$ cat config.mk
export PLATFORM = sky130hd
export DESIGN_NAME = hamm_dec
export DESIGN_NICKNAME = d
export VERILOG_FILES = /design/src/rtl/hamm_pkg.sv /design/src/rtl/hamm_syndrome.sv /design/src/rtl/hamm_dec.sv
export SDC_FILE = /design/constraint.sdc
export NUM_CORES = 1
export LEC_CHECK = 0
export CORE_AREA = 2 2 85 87
export CTS_CLUSTER_SIZE = 40
export DETAILED_ROUTE_END_ITERATION = 7
export DIE_AREA = 0 0 87 89
export PLACE_DENSITY_LB_ADDON = 0.15
export SLEW_MARGIN = 20
export SYNTH_ARGS = -nofsm -noshare
export SYNTH_HDL_FRONTEND = slang
export SYNTH_HIERARCHICAL = 1
export SYNTH_SLANG_ARGS = --single-unit
$ cat constraint.sdc
create_clock -name clk -period 2.5 [get_ports clk]
set_input_delay 0.375 -clock clk [delete_from_list [all_inputs] [get_ports clk]]
set_output_delay 0.375 -clock clk [all_outputs]
set_load 0.02 [all_outputs]
$ cat src/rtl/hamm_pkg.sv
// Shared constants and helpers for the 12-bit SECDED Hamming code (8 data bits).
// Latency: n/a (package only).
// Backpressure: n/a (package only).
package hamm_pkg;

   localparam int CODE_WIDTH = 12;
   localparam int SYN_WIDTH  = 4;
   localparam int NUM_DATA   = 8;

   // Parity bits live at code positions 1, 2, 4, 8.
   localparam int PAR_IDX [4] = '{0, 1, 3, 7};
   // D[i] lives at code index DATA_IDX[i] (positions 3,5,6,7,9,10,11,12).
   localparam int DATA_IDX [NUM_DATA] = '{2, 4, 5, 6, 8, 9, 10, 11};

   typedef enum logic [1:0] {
      CLEAN = 2'd0,
      SEC   = 2'd1,
      DED   = 2'd2
   } status_e;

   function automatic logic [NUM_DATA-1:0] extract_data(input logic [CODE_WIDTH-1:0] code);
      logic [NUM_DATA-1:0] d;
      d = '0;
      for (int i = 0; i < NUM_DATA; i++) begin
         d[i] = code[DATA_IDX[i]];
      end
      return d;
   endfunction

endpackage

$ cat src/rtl/hamm_syndrome.sv
// Combinational syndrome and overall-parity-mismatch generator for the 12-bit code.
// Latency: 0 cycles (pure combinational).
// Backpressure: none; no handshake.
// Ports: code_i  received codeword (index i = position i+1)
//        parity_i received overall parity bit
//        syn_o   syndrome, bit k = XOR of bits whose position has bit k set
//        pmis_o  overall parity mismatch (XOR of codeword and parity bit)
module hamm_syndrome
   import hamm_pkg::*;
(
   input  logic [CODE_WIDTH-1:0] code_i,
   input  logic                  parity_i,
   output logic [SYN_WIDTH-1:0]  syn_o,
   output logic                  pmis_o
);

   always_comb begin
      syn_o = '0;
      for (int i = 0; i < CODE_WIDTH; i++) begin
         for (int k = 0; k < SYN_WIDTH; k++) begin
            if ((((i + 1) >> k) & 1) != 0) begin
               syn_o[k] = syn_o[k] ^ code_i[i];
            end
         end
      end
      pmis_o = (^code_i) ^ parity_i;
   end

endmodule

$ cat src/rtl/hamm_dec.sv
// SECDED decoder: 12-bit Hamming codeword + overall parity -> 8-bit data, with
// error flags and saturating link-health counters.
// Latency: 2 cycles, 1 word/cycle. Backpressure: out_valid && !out_ready freezes
// both stages and drops in_ready.
// Ports: HAMM_IN/PARITY_IN/in_valid/in_ready  upstream valid/ready side
//        OUT/sec_err/ded_err/syndrome/out_valid/out_ready  downstream side
//        clr_cnt, cnt_sec, cnt_ded  synchronous counter clear and counter values
module hamm_dec
   import hamm_pkg::*;
#(
   parameter int DATA_WIDTH = 8,
   parameter int CNT_WIDTH  = 16
) (
   input  logic                  clk,
   input  logic                  rst_n,
   input  logic [CODE_WIDTH-1:0] HAMM_IN,
   input  logic                  PARITY_IN,
   input  logic                  in_valid,
   output logic                  in_ready,
   output logic [DATA_WIDTH-1:0] OUT,
   output logic                  out_valid,
   input  logic                  out_ready,
   output logic                  sec_err,
   output logic                  ded_err,
   output logic [SYN_WIDTH-1:0]  syndrome,
   input  logic                  clr_cnt,
   output logic [CNT_WIDTH-1:0]  cnt_sec,
   output logic [CNT_WIDTH-1:0]  cnt_ded
);

   // The code geometry only supports 8 data bits.
   if (DATA_WIDTH != 8) begin : g_width_check
      $error("hamm_dec: DATA_WIDTH must be 8");
   end

   logic                  enable;
   logic [SYN_WIDTH-1:0]  syn_w;
   logic                  pmis_w;

   logic                  s1_vld_q;
   logic [CODE_WIDTH-1:0] s1_code_q;
   logic [SYN_WIDTH-1:0]  s1_syn_q;
   logic                  s1_pmis_q;

   status_e               status_d;
   logic [CODE_WIDTH-1:0] fix_code_d;

   logic                  out_vld_q;
   logic [DATA_WIDTH-1:0] out_dat_q;
   logic                  sec_q;
   logic                  ded_q;
   logic [SYN_WIDTH-1:0]  syn_q;

   logic                  hs;
   logic [CNT_WIDTH-1:0]  cnt_sec_q, cnt_sec_d;
   logic [CNT_WIDTH-1:0]  cnt_ded_q, cnt_ded_d;

   assign enable   = !out_vld_q || out_ready;
   assign in_ready = enable;
   assign hs       = out_vld_q && out_ready;

   hamm_syndrome u_syn (
      .code_i   (HAMM_IN),
      .parity_i (PARITY_IN),
      .syn_o    (syn_w),
      .pmis_o   (pmis_w)
   );

   // Stage 1: capture codeword and its syndrome.
   always_ff @(posedge clk or negedge rst_n) begin
      if (!rst_n) begin
         s1_vld_q  <= 1'b0;
         s1_code_q <= '0;
         s1_syn_q  <= '0;
         s1_pmis_q <= 1'b0;
      end else if (enable) begin
         s1_vld_q <= in_valid;
         if (in_valid) begin
            s1_code_q <= HAMM_IN;
            s1_syn_q  <= syn_w;
            s1_pmis_q <= pmis_w;
         end
      end
   end

   // Classification. A nonzero syndrome with matching overall parity means an
   // even number of flips; syndromes 13..15 point outside the codeword.
   always_comb begin
      status_d   = CLEAN;
      fix_code_d = s1_code_q;
      if (s1_syn_q == '0) begin
         status_d = s1_pmis_q ? SEC : CLEAN;
      end else if (!s1_pmis_q) begin
         status_d = DED;
      end else if (s1_syn_q <= 4'd12) begin
         status_d   = SEC;
         fix_code_d = s1_code_q ^ (CODE_WIDTH'(1) << (s1_syn_q - 4'd1));
      end else begin
         status_d = DED;
      end
   end

   // Stage 2: result register; payload only loads for real words so bubbles
   // leave the last result in place.
   always_ff @(posedge clk or negedge rst_n) begin
      if (!rst_n) begin
         out_vld_q <= 1'b0;
         out_dat_q <= '0;
         sec_q     <= 1'b0;
         ded_q     <= 1'b0;
         syn_q     <= '0;
      end else if (enable) begin
         out_vld_q <= s1_vld_q;
         if (s1_vld_q) begin
            out_dat_q <= extract_data(fix_code_d);
            sec_q     <= (status_d == SEC);
            ded_q     <= (status_d == DED);
            syn_q     <= s1_syn_q;
         end
      end
   end

   // Saturating counters; clear has priority over an increment.
   always_comb begin
      cnt_sec_d = cnt_sec_q;
      cnt_ded_d = cnt_ded_q;
      if (clr_cnt) begin
         cnt_sec_d = '0;
         cnt_ded_d = '0;
      end else if (hs) begin
         if (sec_q && (cnt_sec_q != '1)) cnt_sec_d = cnt_sec_q + 1'b1;
         if (ded_q && (cnt_ded_q != '1)) cnt_ded_d = cnt_ded_q + 1'b1;
      end
   end

   always_ff @(posedge clk or negedge rst_n) begin
      if (!rst_n) begin
         cnt_sec_q <= '0;
         cnt_ded_q <= '0;
      end else begin
         cnt_sec_q <= cnt_sec_d;
         cnt_ded_q <= cnt_ded_d;
      end
   end

   assign out_valid = out_vld_q;
   assign OUT       = out_dat_q;
   assign sec_err   = sec_q;
   assign ded_err   = ded_q;
   assign syndrome  = syn_q;
   assign cnt_sec   = cnt_sec_q;
   assign cnt_ded   = cnt_ded_q;

endmodule

==> flow_metrics.py, run 1 <==
metrics = {
    "routing": {
        "wirelength_mm": 7.36,
        "wire_per_inst_um": 15.0,
        "drc": 0,
        "dr_total_vias": 2839,
        "drtPass1Iterations": 5,
        "drtIter0Drc": 197,
        "detail-route-antenna-nets": 0,
        "vias_per_cell": 5.78,
    },
    "clock_network": {
        "clock_sinks": 61,
        "clockBufferDepth": 2,
        "postCtsSetupRepairBufs": 0,
        "cts.clk_slew.worst_paths_ns": 0.07,
        "ctsResizeCount": 0,
        "cts_tree": "done",
        "h-tree-depth": 3,
        "clock_latency_ns": 0.34,
        "numCtsBuffers": 9,
        "cts-hold-fix-buffers": 0,
        "cts-root-buf": "clkbuf_8",
    },
    "timing": {
        "max_freq_ghz": 0.457,
        "finClkSkew_ns": 0.00930,
        "finalMaxSlewViolations": 0,
        "hold_viol": 0,
        "post-route-period-util": 0.875,
        "setup-violations-final": 0,
        "finalWorstSetupSlack_ns": 0.312,
        "relSlewSlack": 0.577,
        "rsz0062_at_grt": "no",
        "fin_setup_tns_ns": 0,
        "worstMarginPinSlew_ns": 0.633,
        "layout_min_cycle_time_ns": 2.19,
    },
    "setup_path": {
        "crit_fanout": 6,
        "crit_required_ns": 2.12,
        "end_kind": "output pin",
        "startpoint_type": "input pin",
        "critPathKind": "in -> out",
        "crit_arrival_ns": 1.81,
    },
    "floorplan": {
        "start_util": 0.491,
        "ios": 66,
        "die_x_um": 87,
        "die_area_um2": 7740,
        "std_cell_rows": 30,
        "coreArea_um2": 6720,
        "die_h_um": 89,
    },
    "cells_and_area": {
        "drive_above_1_share": 0.119,
        "syn_to_final_growth_pct": 27.8,
        "diodes": 0,
        "fin_nets": 427,
        "nFillCells": 587,
    },
    "logic_synthesis": {
        "syn_inst": 339,
        "synth-edff-count": 0,
        "ys_ff_latch": 61,
        "ys_types": 48,
        "postSynth.asyncResetShare": 1.00,
        "synth_flop_cell": "dfrtp_1",
        "yosysSeqAreaShare": 0.463,
        "syn-cell-area_um2": 3300,
        "synth_area_per_cell_um2": 9.73,
        "syn_nets": 359,
        "ys_warn_count": 6,
    },
    "job": {
        "maxCapViolCount": 0,
    },
    "placement": {
        "io_buffers": 65,
        "hpwl_mm": 5.38,
        "place.gp.congestion": 0.774,
        "dp_slack_ns": 0.252,
    },
    "power_and_ir_drop": {
        "peakVddDrop_mv": 0.343,
        "leakagePower_uw": 0.00166,
        "total_power_uw": 2940,
        "powerDensity_nw_per_um2": 698,
    },
    "global_route": {
        "antenna_found_initial": 0,
        "grt_pass1_wl_mm": 12.9,
        "grt_use_total": 0.212,
        "grt_pass1_vias": 2708,
        "grt_max_degree": 38,
        "overflow": 0,
    },
    "worst_hold_path": {
        "hold_class": "in -> async",
    },
    "run_status": {
        "outcome": "finished clean",
    },
}
-- path summary, 6_finish.rpt --
check	startpoint	end	slack (ns)	depth (start not counted)
max	out_ready	in_ready	0.31	3
min	rst_n	cnt_ded[9]$_DFFE_PN0P_	0.04	1
max reg2reg	cnt_ded[4]$_DFFE_PN0P_	cnt_ded[13]$_DFFE_PN0P_	0.64	4
min reg2reg	OUT[3]$_DFFE_PN0P_	OUT[3]$_DFFE_PN0P_	0.48	2
max in group asynchronous	rst_n	s1_syn_q[0]$_DFFE_PN0P_	1.86	2
min in group clk	OUT[3]$_DFFE_PN0P_	OUT[3]$_DFFE_PN0P_	0.48	2
-- worst max-delay path, stage by stage --
cell	delay, ns
clkdlybuf4s50_1	0.53
nand2b_1	0.26
clkdlybuf4s50_1	0.65
-- synthesized netlist by cell type (3+ instances only) --
cell type | instances | share of area
a211oi_1 | 3 | 0.0068
a21oi_1 | 19 | 0.029
and3_1 | 4 | 0.0076
and4_1 | 3 | 0.0080
buf_2 | 3 | 0.0046
clkbuf_1 | 9 | 0.010
dfrtp_1 | 61 | 0.46
inv_1 | 7 | 0.0080
mux2_2 | 18 | 0.061
nand2_1 | 45 | 0.051
nand2b_1 | 3 | 0.0057
nand3_1 | 11 | 0.017
nand4_1 | 9 | 0.017
nor2_1 | 23 | 0.026
nor2b_1 | 6 | 0.011
nor3_1 | 12 | 0.018
nor4_1 | 6 | 0.011
o21ai_0 | 18 | 0.027
o31ai_1 | 12 | 0.027
or3_1 | 3 | 0.0057
or4_1 | 11 | 0.025
xnor2_1 | 18 | 0.048
-- registers in the layout (all words and copies together), names as in the netlist --
register,count
cnt_ded,16
cnt_sec,16
OUT,8
s1_code_q,8
s1_syn_q,4
syndrome,4
ded_err,1
out_valid,1
s1_pmis_q,1
s1_vld_q,1
sec_err,1
-- metrics by stage --
step	utilization	instance area (um^2)	hold slack, ns	cells
finish	0.627	4220	0.0369	491
global route	0.627	4220	0.0811	491
CTS	0.627	4220	0.0493	491
detailed placement	0.601	4040	0.407	476
global placement	0.601	4040	0.403	476
floorplan	-	3300	0.0794	339
-- layout by cell type (no fill, tap or decap), drive strengths merged, types with 12 or more instances in the layout --
| master | instances |
|---|---|
| xnor2 | 19 |
| nor3 | 12 |
| nor2 | 23 |
| a21oi | 19 |
| o31ai | 12 |
| nand3 | 12 |
| mux2 | 18 |
| nand2 | 45 |
| dfrtp | 61 |
| o21ai | 18 |
| clkdlybuf4s50 | 64 |
-- metal layers --
metal  vias up  wire [um]  track usage  share of wire
met5         -          0            0              0
met4         0        122       0.0881          0.017
met3        11        330       0.0342          0.045
met2        78       3770        0.348           0.51
met1      1380       3140        0.280           0.43
li1       1370          -            -              -
-- report_power, final --
group	switching [uW]	leakage, uW	internal, uW
combinational	397	0.000768	412
sequential	163	0.000795	1150
clock	377	0.0000984	445
-- logic make-up (layout without fill, tap and decap cells) --
group | count (synthesis) | in the layout | synth area share
AOI/OAI and AO/OA | 64 | 64 | 0.121
DFF | 61 | 61 | 0.463
xor gates and xnor gates | 25 | 25 | 0.0838
and+or+nand+nor | 146 | 146 | 0.229
muxes | 20 | 20 | 0.0675
adders and majority gates | 2 | 2 | 0.00759
buffers and inverters | 21 | 93 | 0.0277
-- layout make-up --
class / count / area [um^2] / area share
Clock buffer: 9 / 124 / 0.0294
Inverter: 7 / 26.3 / 0.00623
Clock inverter: 6 / 55.1 / 0.0131
Sequential cell: 61 / 1530 / 0.362
Multi-Input combinational cell: 257 / 1680 / 0.399
Tap cell: 80 / 100 / 0.0237
Timing Repair Buffer: 71 / 703 / 0.167
Note: power is estimated with default switching activity, not from simulation.
==> run 2, diff against run 1 <==
- CAP_MARGIN: default -> 20
==> results of run 2 <==
Final layout, timing and power as in run 1 (identical DEF).
==> run 3, diff against run 2 <==
- HOLD_SLACK_MARGIN: default -> 0.15
- clock period: 2.5 -> 2.3 ns (I/O delays scaled with it)
==> flow_metrics.py, run 3 (synthesis gave the netlist of run 1 again) <==
metrics = {
    "global_route": {
        "grt_max_degree": 36,
        "grt_pass1_wl_mm": 12.4,
        "antenna_found_initial": 0,
        "overflow": 0,
        "grt_use_total": 0.204,
        "grt_pass1_vias": 2631,
    },
    "clock_network": {
        "ctsResizeCount": 0,
        "h-tree-depth": 3,
        "numCtsBuffers": 9,
        "postCtsSetupRepairBufs": 0,
        "clock_sinks": 61,
        "clock_latency_ns": 0.34,
        "cts.clk_slew.worst_paths_ns": 0.07,
        "cts_tree": "done",
        "cts-root-buf": "clkbuf_8",
        "clockBufferDepth": 2,
    },
    "setup_path": {
        "r2r_end": "cnt_ded[13]$_DFFE_PN0P_",
        "end_kind": "output pin",
        "r2r_slack_ns": 0.46,
        "crit_required_ns": 1.96,
        "critPathKind": "in -> out",
        "reg2reg_depth": 4,
        "reg2reg_from": "cnt_ded[7]$_DFFE_PN0P_",
        "startpoint_type": "input pin",
        "crit_arrival_ns": 1.69,
        "crit_fanout": 5,
    },
    "floorplan": {
        "die_h_um": 89,
        "ios": 66,
        "std_cell_rows": 30,
        "die_area_um2": 7740,
        "coreArea_um2": 6720,
        "start_util": 0.491,
        "die_x_um": 87,
    },
    "routing": {
        "drtPass1Iterations": 6,
        "dr_total_vias": 2803,
        "vias_per_cell": 5.63,
        "drc": 0,
        "detail-route-antenna-nets": 0,
        "drtIter0Drc": 169,
        "wirelength_mm": 7.49,
        "wire_per_inst_um": 15.0,
    },
    "power_and_ir_drop": {
        "p_comb_frac": 0.263,
        "total_power_uw": 3400,
        "p_clk_frac": 0.319,
        "swShare": 0.303,
        "leakagePower_uw": 0.00171,
        "powerDensity_nw_per_um2": 790,
        "power_frac_seq": 0.419,
        "p_sw_uw": 1030,
        "peakVddDrop_mv": 0.411,
        "intPower_uw": 2370,
    },
    "cells_and_area": {
        "drive_above_1_share": 0.129,
        "diodes": 0,
        "mostFrequentLayoutCells": "clkdlybuf4s50_1, dfrtp_1, nand2_1",
        "fin_nets": 433,
        "final_common_cell": "clkdlybuf4s50_1",
        "syn_to_final_growth_pct": 30.7,
        "fin_area_um2": 4310,
        "utilization": 0.641,
    },
    "placement": {
        "place_area_um2": 4070,
        "io_buffers": 65,
        "hpwl_mm": 5.56,
        "place.gp.congestion": 0.787,
    },
    "timing": {
        "post-route-period-util": 0.885,
        "finalMaxSlewViolations": 0,
        "max_freq_ghz": 0.491,
        "layout_min_cycle_time_ns": 2.04,
        "finClkSkew_ns": 0.00498,
        "rsz0062_at_grt": "no",
        "setup-violations-final": 0,
        "worstMarginPinSlew_ns": 0.636,
        "hold_viol": 0,
        "fin_setup_tns_ns": 0,
        "relSlewSlack": 0.576,
    },
    "worst_hold_path": {
        "hold_path.startpoint": "OUT[7]$_DFFE_PN0P_",
        "hold_depth": 2,
        "hold-path-endpoint": "OUT[7]$_DFFE_PN0P_",
        "hold_class": "reg -> reg",
    },
    "run_status": {
        "outcome": "finished clean",
    },
    "job": {
        "maxCapViolCount": 0,
    },
}
run 3: changes by cell type in the layout (fill, tap and decap cells not counted):
cell           delta
bufinv_16         +1
clkbuf_8          +2
buf_4             +5
clkinv_2          -3
clkbuf_1          +1
dlygate4sd3_1     +1
run 3: critical path: stages:
cell	delay [ns]
clkdlybuf4s50_1	0.55
nand2b_1	0.17
clkdlybuf4s50_1	0.63
run 3: layout make-up:
class	count	area (um^2)
well taps	80	100
repair buffers	77	751
clock inverters	4	70.1
fillers	577	2410
clock buffers	12	155
inverters	7	26.3
multi-input cells	257	1680
flip-flops and latches	61	1530
run 3: through the flow:
step / std cells / setup WS, ns / hold slack, ns
after floorplan: 339 / 0.494 / 0.0494
after global placement: 481 / 0.130 / 0.413
after detailed placement: 481 / 0.0604 / 0.411
after CTS: 498 / 0.245 / 0.487
after global routing: 498 / 0.201 / 0.509
final: 498 / 0.264 / 0.480
run 3: power by group through the flow:
| stage | Sequential [uW] | Clock [uW] | Combinational (uW) |
|---|---|---|---|
| floorplan | 1530 | 0 | 405 |
| global placement | 1440 | 0 | 889 |
| detailed placement | 1440 | 0 | 905 |
| CTS | 1420 | 1100 | 908 |
| global route | 1460 | 1140 | 983 |
| finish | 1430 | 1090 | 894 |
run 3: how the worst max path moves through the flow:
stage,start,end,slack (ns),depth (start not counted)
3_5_place_dp,HAMM_IN[9],s1_pmis_q$_DFFE_PN0P_,0.06,5
5_1_grt,out_ready,in_ready,0.20,3
2_1_floorplan,cnt_ded[3]$_DFFE_PN0P_,cnt_ded[13]$_DFFE_PN0P_,0.49,5
6_report,out_ready,in_ready,0.26,3
4_1_cts,out_ready,in_ready,0.24,3
3_3_place_gp,HAMM_IN[9],s1_pmis_q$_DFFE_PN0P_,0.13,5
run 3: what timing repair did:
item,4_1_cts,5_1_grt
endpoints found under the hold margin,26,0
hold buffers,1,0
endpoints found under the setup margin,0,0
run 3: routing by layer:
metal / vias up / routed length (um) / global-route usage
li1: 1388 / - / -
met1: 1346 / 3340 / 0.265
met2: 61 / 3740 / 0.339
met3: 8 / 313 / 0.0351
met4: 0 / 90 / 0.0824
met5: - / 0 / 0
==> RTL change 1: new RTL, settings of run 3 <==
Set the parameter `CNT_WIDTH` to 20 (it was 16).
--- a/src/rtl/hamm_dec.sv
+++ b/src/rtl/hamm_dec.sv
@@ -11,3 +11,3 @@
    parameter int DATA_WIDTH = 8,
-   parameter int CNT_WIDTH  = 16
+   parameter int CNT_WIDTH  = 20
 ) (
Interface: changed (resized cnt_ded and cnt_sec); port bits go from 66 to 74. No check against the original RTL was run, so the function may have changed too.
==> RTL change 1 against run 3 <==
Total power increased by 6.7%. Sequential cell count up 8. Global-route usage is 1.9 points higher. Highest routed layer unchanged. Die area stayed put. Final cell count grew 8.2%. Synthesized area up 11%. Setup slack worse by 0.10 ns. Count of clock-buffer cells in the layout stayed put. Combinational power increased by 3.6%. Design area grew 12%. Wire length rose by 5.9%. Largest cell class unchanged. First-iteration DRC count fell by 21%.
==> RTL change 1: results (changes against run 3) <==
Status
  – Outcome: complete, no violations (unchanged)

Power and ir drop
  – Leak Pwr: 2.00 nW (was 1.71 nW)
  – Sw power: 1.11 mW (was 1.03 mW)
  – IR drop worst, VDD: 0.454 mV (was 0.411 mV)

Global route
  – Aggregate global-route resource usage: 22.3% (was 20.4%)
  – Antenna violations before repair: 0 (unchanged)
  – Number of global-route vias before repair: 2843 (was 2631)
  – First-pass GRT wire length: 13300 um (was 12400 um)
  – Largest net degree at the start of global routing: 70 (was 36)

Place
  – GP Congestion: 0.822 (was 0.787)
  – # port buffers: 73 (was 65)
  – Post-DP HPWL: 5700 um (was 5560 um)

Routing
  – Final wirelength: 7930 um (was 7490 um)
  – Detailed Routing Iterations Pass 1: 4 (was 6)
  – Vias: 2956 (was 2803)
  – DR iter-0 viols: 134 (was 169)

Synth
  – Top cells by area, synth: dfrtp_1 (47%), xnor2_1 (7.4%), nor2_1 (5.0%), xor2_1 (4.6%), mux2_2 (4.3%) (was dfrtp_1 (46%), mux2_2 (6.1%), nand2_1 (5.1%), xnor2_1 (4.8%), a21oi_1 (2.9%))
  – Sequential area share after synthesis: 47.2% (was 46.3%)
  – Post-synth top cells: dfrtp_1 (69), nor2_1 (49), nand2_1 (42), xnor2_1 (31), nand4_1 (21) (was dfrtp_1 (61), nand2_1 (45), nor2_1 (23), a21oi_1 (19))
  – Distinct cells, synth: 47 (was 48)
  – Async set-reset flop share out of synthesis: 100% (unchanged)
  – Post-synth net total: 387 (was 359)

Critical path
  – Slowest CP cell: clkdlybuf4s50_1 (unchanged)
  – CP peak stage delay: 0.64 ns
  – R2R cell count: 7 (was 4)
  – CP max FO: 6 (was 5)
  – Crit path DAT: 1.79 ns (was 1.69 ns)

Clock tree
  – CTS max path bufs: 2 (unchanged)
  – Clock-pin slew on the worst setup and hold paths: 0.07 ns (about the same)
  – Cts bufs inserted: 9 (unchanged)
  – CTS HTree Levels: 3 (unchanged)
  – Worst skew pair latency: 0.35 ns
  – Post-CTS Setup Bufs: 0 (unchanged)
  – # resized after CTS: 0 (unchanged)

Cells and area
  – Number of diodes: 0 (unchanged)
  – Final nets: 474 (was 433)
  – Fillers: 542 (was 577)
  – Fraction of layout cells with a size suffix above 1: 12.6% (was 12.9%)

Worst hold path
  – Hold Crit Class: flip-flop to flip-flop (unchanged)
  – WHS Path Cells: 2 (unchanged)

Timing
  – Setup Skew: 0.00636 ns (was 0.00498 ns)
  – Relative slew margins: 75.6% (was 57.6%)
RTL change 1: repair_timing:
action                                  CTS  global route
endpoints found under the setup margin    0             0
hold buffers                              1             0
endpoints found under the hold margin    69             0
RTL change 1: power by group through the flow:
stage | Clock, mW | Combinational, mW | Sequential [mW]
CTS | 1.14 | 0.939 | 1.58
finish | 1.13 | 0.926 | 1.58
floorplan | 0 | 0.424 | 1.67
global route | 1.19 | 1.02 | 1.61
detailed placement | 0 | 0.934 | 1.60
global placement | 0 | 0.914 | 1.60
RTL change 1: worst max-delay path, delay by kind of cell:
kind	cells	cell delay [ns]
buf+inv	2	1.21
simple gates	1	0.23
RTL change 1: final cells by class:
| class | instances | area, um^2 | area share (%) |
|---|---|---|---|
| tap | 80 | 100 | 2.08 |
| sequential | 69 | 1730 | 35.9 |
| timing repair buffer | 90 | 893 | 18.6 |
| clock buffer | 12 | 155 | 3.22 |
| multi-input combinational | 279 | 1850 | 38.4 |
| clock inverter | 4 | 70.1 | 1.46 |
| inverter | 5 | 18.8 | 0.390 |
RTL change 1: final timing paths:
path	start	end	slack (ns)
worst max-delay path	out_ready	in_ready	0.16
worst min-delay path	OUT[7]	OUT[7]	0.48
worst max register to register	cnt_sec[1]	cnt_sec[19]	0.21
worst min register to register	OUT[7]	OUT[7]	0.48
max in group asynchronous	rst_n	cnt_ded[5]	1.45
min in group asynchronous	rst_n	cnt_sec[5]	0.55
RTL change 1: per-stage QoR:
step	cells	setup WS, ns	util (%)	total power [mW]	cell area [um^2]
2_1_floorplan	367	0.158	-	2.09	3660
3_3_place_gp	522	0.170	68.2	2.51	4580
3_5_place_dp	522	0.0479	68.2	2.53	4580
4_1_cts	539	0.152	71.7	3.66	4810
5_1_grt	539	0.0715	71.7	3.83	4810
6_report	539	0.164	71.7	3.63	4810
RTL change 1: logic make-up after synthesis:
group	after synthesis	share of synthesized area, %
AOI/OAI and AO/OA	35	6.47
xor gates and xnor gates	55	14.7
adders and majority gates	2	0.684
buffers and inverters	19	2.19
DFF	69	47.2
muxes	19	5.68
and+or+nand+nor	168	23.0
RTL change 1: metal layers:
| layer | vias to the layer above | part of all wire [%] | track usage [%] |
|---|---|---|---|
| li1 | 1454 | - | - |
| met1 | 1418 | 44 | 28.5 |
| met2 | 73 | 50 | 37.1 |
| met3 | 11 | 4.1 | 3.42 |
| met4 | 0 | 1.6 | 11.2 |
| met5 | - | 0 | 0 |
==> RTL change 2: new RTL, flow settings as in run 3 <==
Without the edit above. Make the reset (`rst_n`) synchronous in 3 clocked blocks.
--- a/src/rtl/hamm_dec.sv
+++ b/src/rtl/hamm_dec.sv
@@ -69,3 +69,3 @@
    // Stage 1: capture codeword and its syndrome.
-   always_ff @(posedge clk or negedge rst_n) begin
+   always_ff @(posedge clk) begin
       if (!rst_n) begin
@@ -104,3 +104,3 @@
    // leave the last result in place.
-   always_ff @(posedge clk or negedge rst_n) begin
+   always_ff @(posedge clk) begin
       if (!rst_n) begin
@@ -135,3 +135,3 @@
 
-   always_ff @(posedge clk or negedge rst_n) begin
+   always_ff @(posedge clk) begin
       if (!rst_n) begin
Behaviour: differs if rst_n is asserted again (counterexample within 4 cycles, from zero or initial values and one cycle with rst_n low); with rst_n held inactive, the same outputs for 10 cycles.
==> RTL change 2 against run 3 <==
Design area is 9.6% lower. Worst hold slack worse by 0.014 ns. Setup slack got worse by 0.088 ns. Maximum frequency down 4.1%. Wire length is 12% lower. Global-route usage is 2.3 points lower. Synthesized area shrank 8.9%. Sequential cell count did not move. Register-to-register slack better by 0.08 ns.
Power is not compared: it rests on default switching activity, and its combinational part moved more than twofold at a synthesized area within 25%.
==> RTL change 2: results (changes against run 3) <==
Cells and area
  – Nonclk buf count: 68 (was 77)
  – Fraction of layout cells with a size suffix above 1: 7.07% (was 12.9%)
  – Logic inverters: 5 (was 7)
  – Fraction of area in multi-input gates: 43.8% (was 39.0%)
  – FF/Latch Area: 1220 um^2 (was 1530 um^2)
  – Final nets: 425 (was 433)
  – Multi-Input Combinational: 260 (was 257)
  – Seq_cells: 61 (unchanged)
  – Fillers: 632 (was 577)

Critical path
  – Crit path DAT: 1.78 ns (was 1.69 ns)
  – Reg2reg setup slack: 0.54 ns (was 0.46 ns)

Synth
  – Async set-reset flop share out of synthesis: 0% (was 100%)
  – Synth Area per Inst: 8.86 um^2 (was 9.73 um^2)
  – Top cells by area, synth: dfxtp_1 (41%), xnor2_1 (8.7%), nand2_1 (7.2%), nor2_1 (4.7%), a21boi_0 (4.5%) (was dfrtp_1 (46%), mux2_2 (6.1%), nand2_1 (5.1%), xnor2_1 (4.8%), a21oi_1 (2.9%))
  – Sequential area share after synthesis: 40.6% (was 46.3%)
  – Post-synth top cells: dfxtp_1 (61), nand2_1 (58), nor2_1 (38), xnor2_1 (30), a21boi_0 (18) (was dfrtp_1 (61), nand2_1 (45), nor2_1 (23), a21oi_1 (19))
  – XOR/XNOR Fraction of Synth Area: 16.2% (was 8.38%)
  – Adder-cell share of the synthesized area: 0.833% (was 0.759%)

Place
  – Post-DP HPWL: 4890 um (was 5560 um)
  – Worst slack at placement: 0.127 ns (was 0.0604 ns)
  – Placed instance area: 3720 um^2 (was 4070 um^2)
  – GP Congestion: 0.755 (was 0.787)

Routing
  – Met1 Wirelength: 2940 um (was 3340 um)
  – WL met3: 298 um (was 313 um)
  – WL met2: 3240 um (was 3740 um)

Status
  – Outcome: complete, no violations (unchanged)

Global route
  – Number of global-route vias before repair: 2440 (was 2631)
  – Met2 Use GR: 30.9% (was 33.9%)
  – GR Util met1: 20.8% (was 26.5%)
  – Aggregate global-route resource usage: 18.0% (was 20.4%)

Timing
  – Relative slew margins: 55.6% (was 57.6%)
  – Setup Skew: 0.0116 ns (was 0.00498 ns)
RTL change 2: worst register-to-register path, stage by stage, from the launching register on:
cell and delay, ns:
dfxtp_1 0.40, ha_1 0.24, nand4_1 0.23, nor3_1 0.41, nand4_1 0.17, xor2_1 0.16, nor2_1 0.05
RTL change 2: logic make-up after synthesis:
kind of cell,count (synthesis)
AND/OR/NAND/NOR,157
flip-flops,61
AO/OA/AOI/OAI,51
XOR/XNOR,49
buffers and inverters,18
adder cells (fa/ha/maj),2
multiplexers,1
RTL change 2: power by group:
group | internal [mW] | switching, mW
sequential | 1.09 | 0.0439
combinational | 0.156 | 0.139
clock | 0.444 | 0.415
total | 1.70 | 0.598
RTL change 2: final timing paths:
path               start          end  cells after the start
max reg2reg   cnt_ded[1]  cnt_ded[10]                      6
min reg2reg  syndrome[3]  syndrome[3]                      2
min          syndrome[3]  syndrome[3]                      2
max            out_ready     in_ready                      4
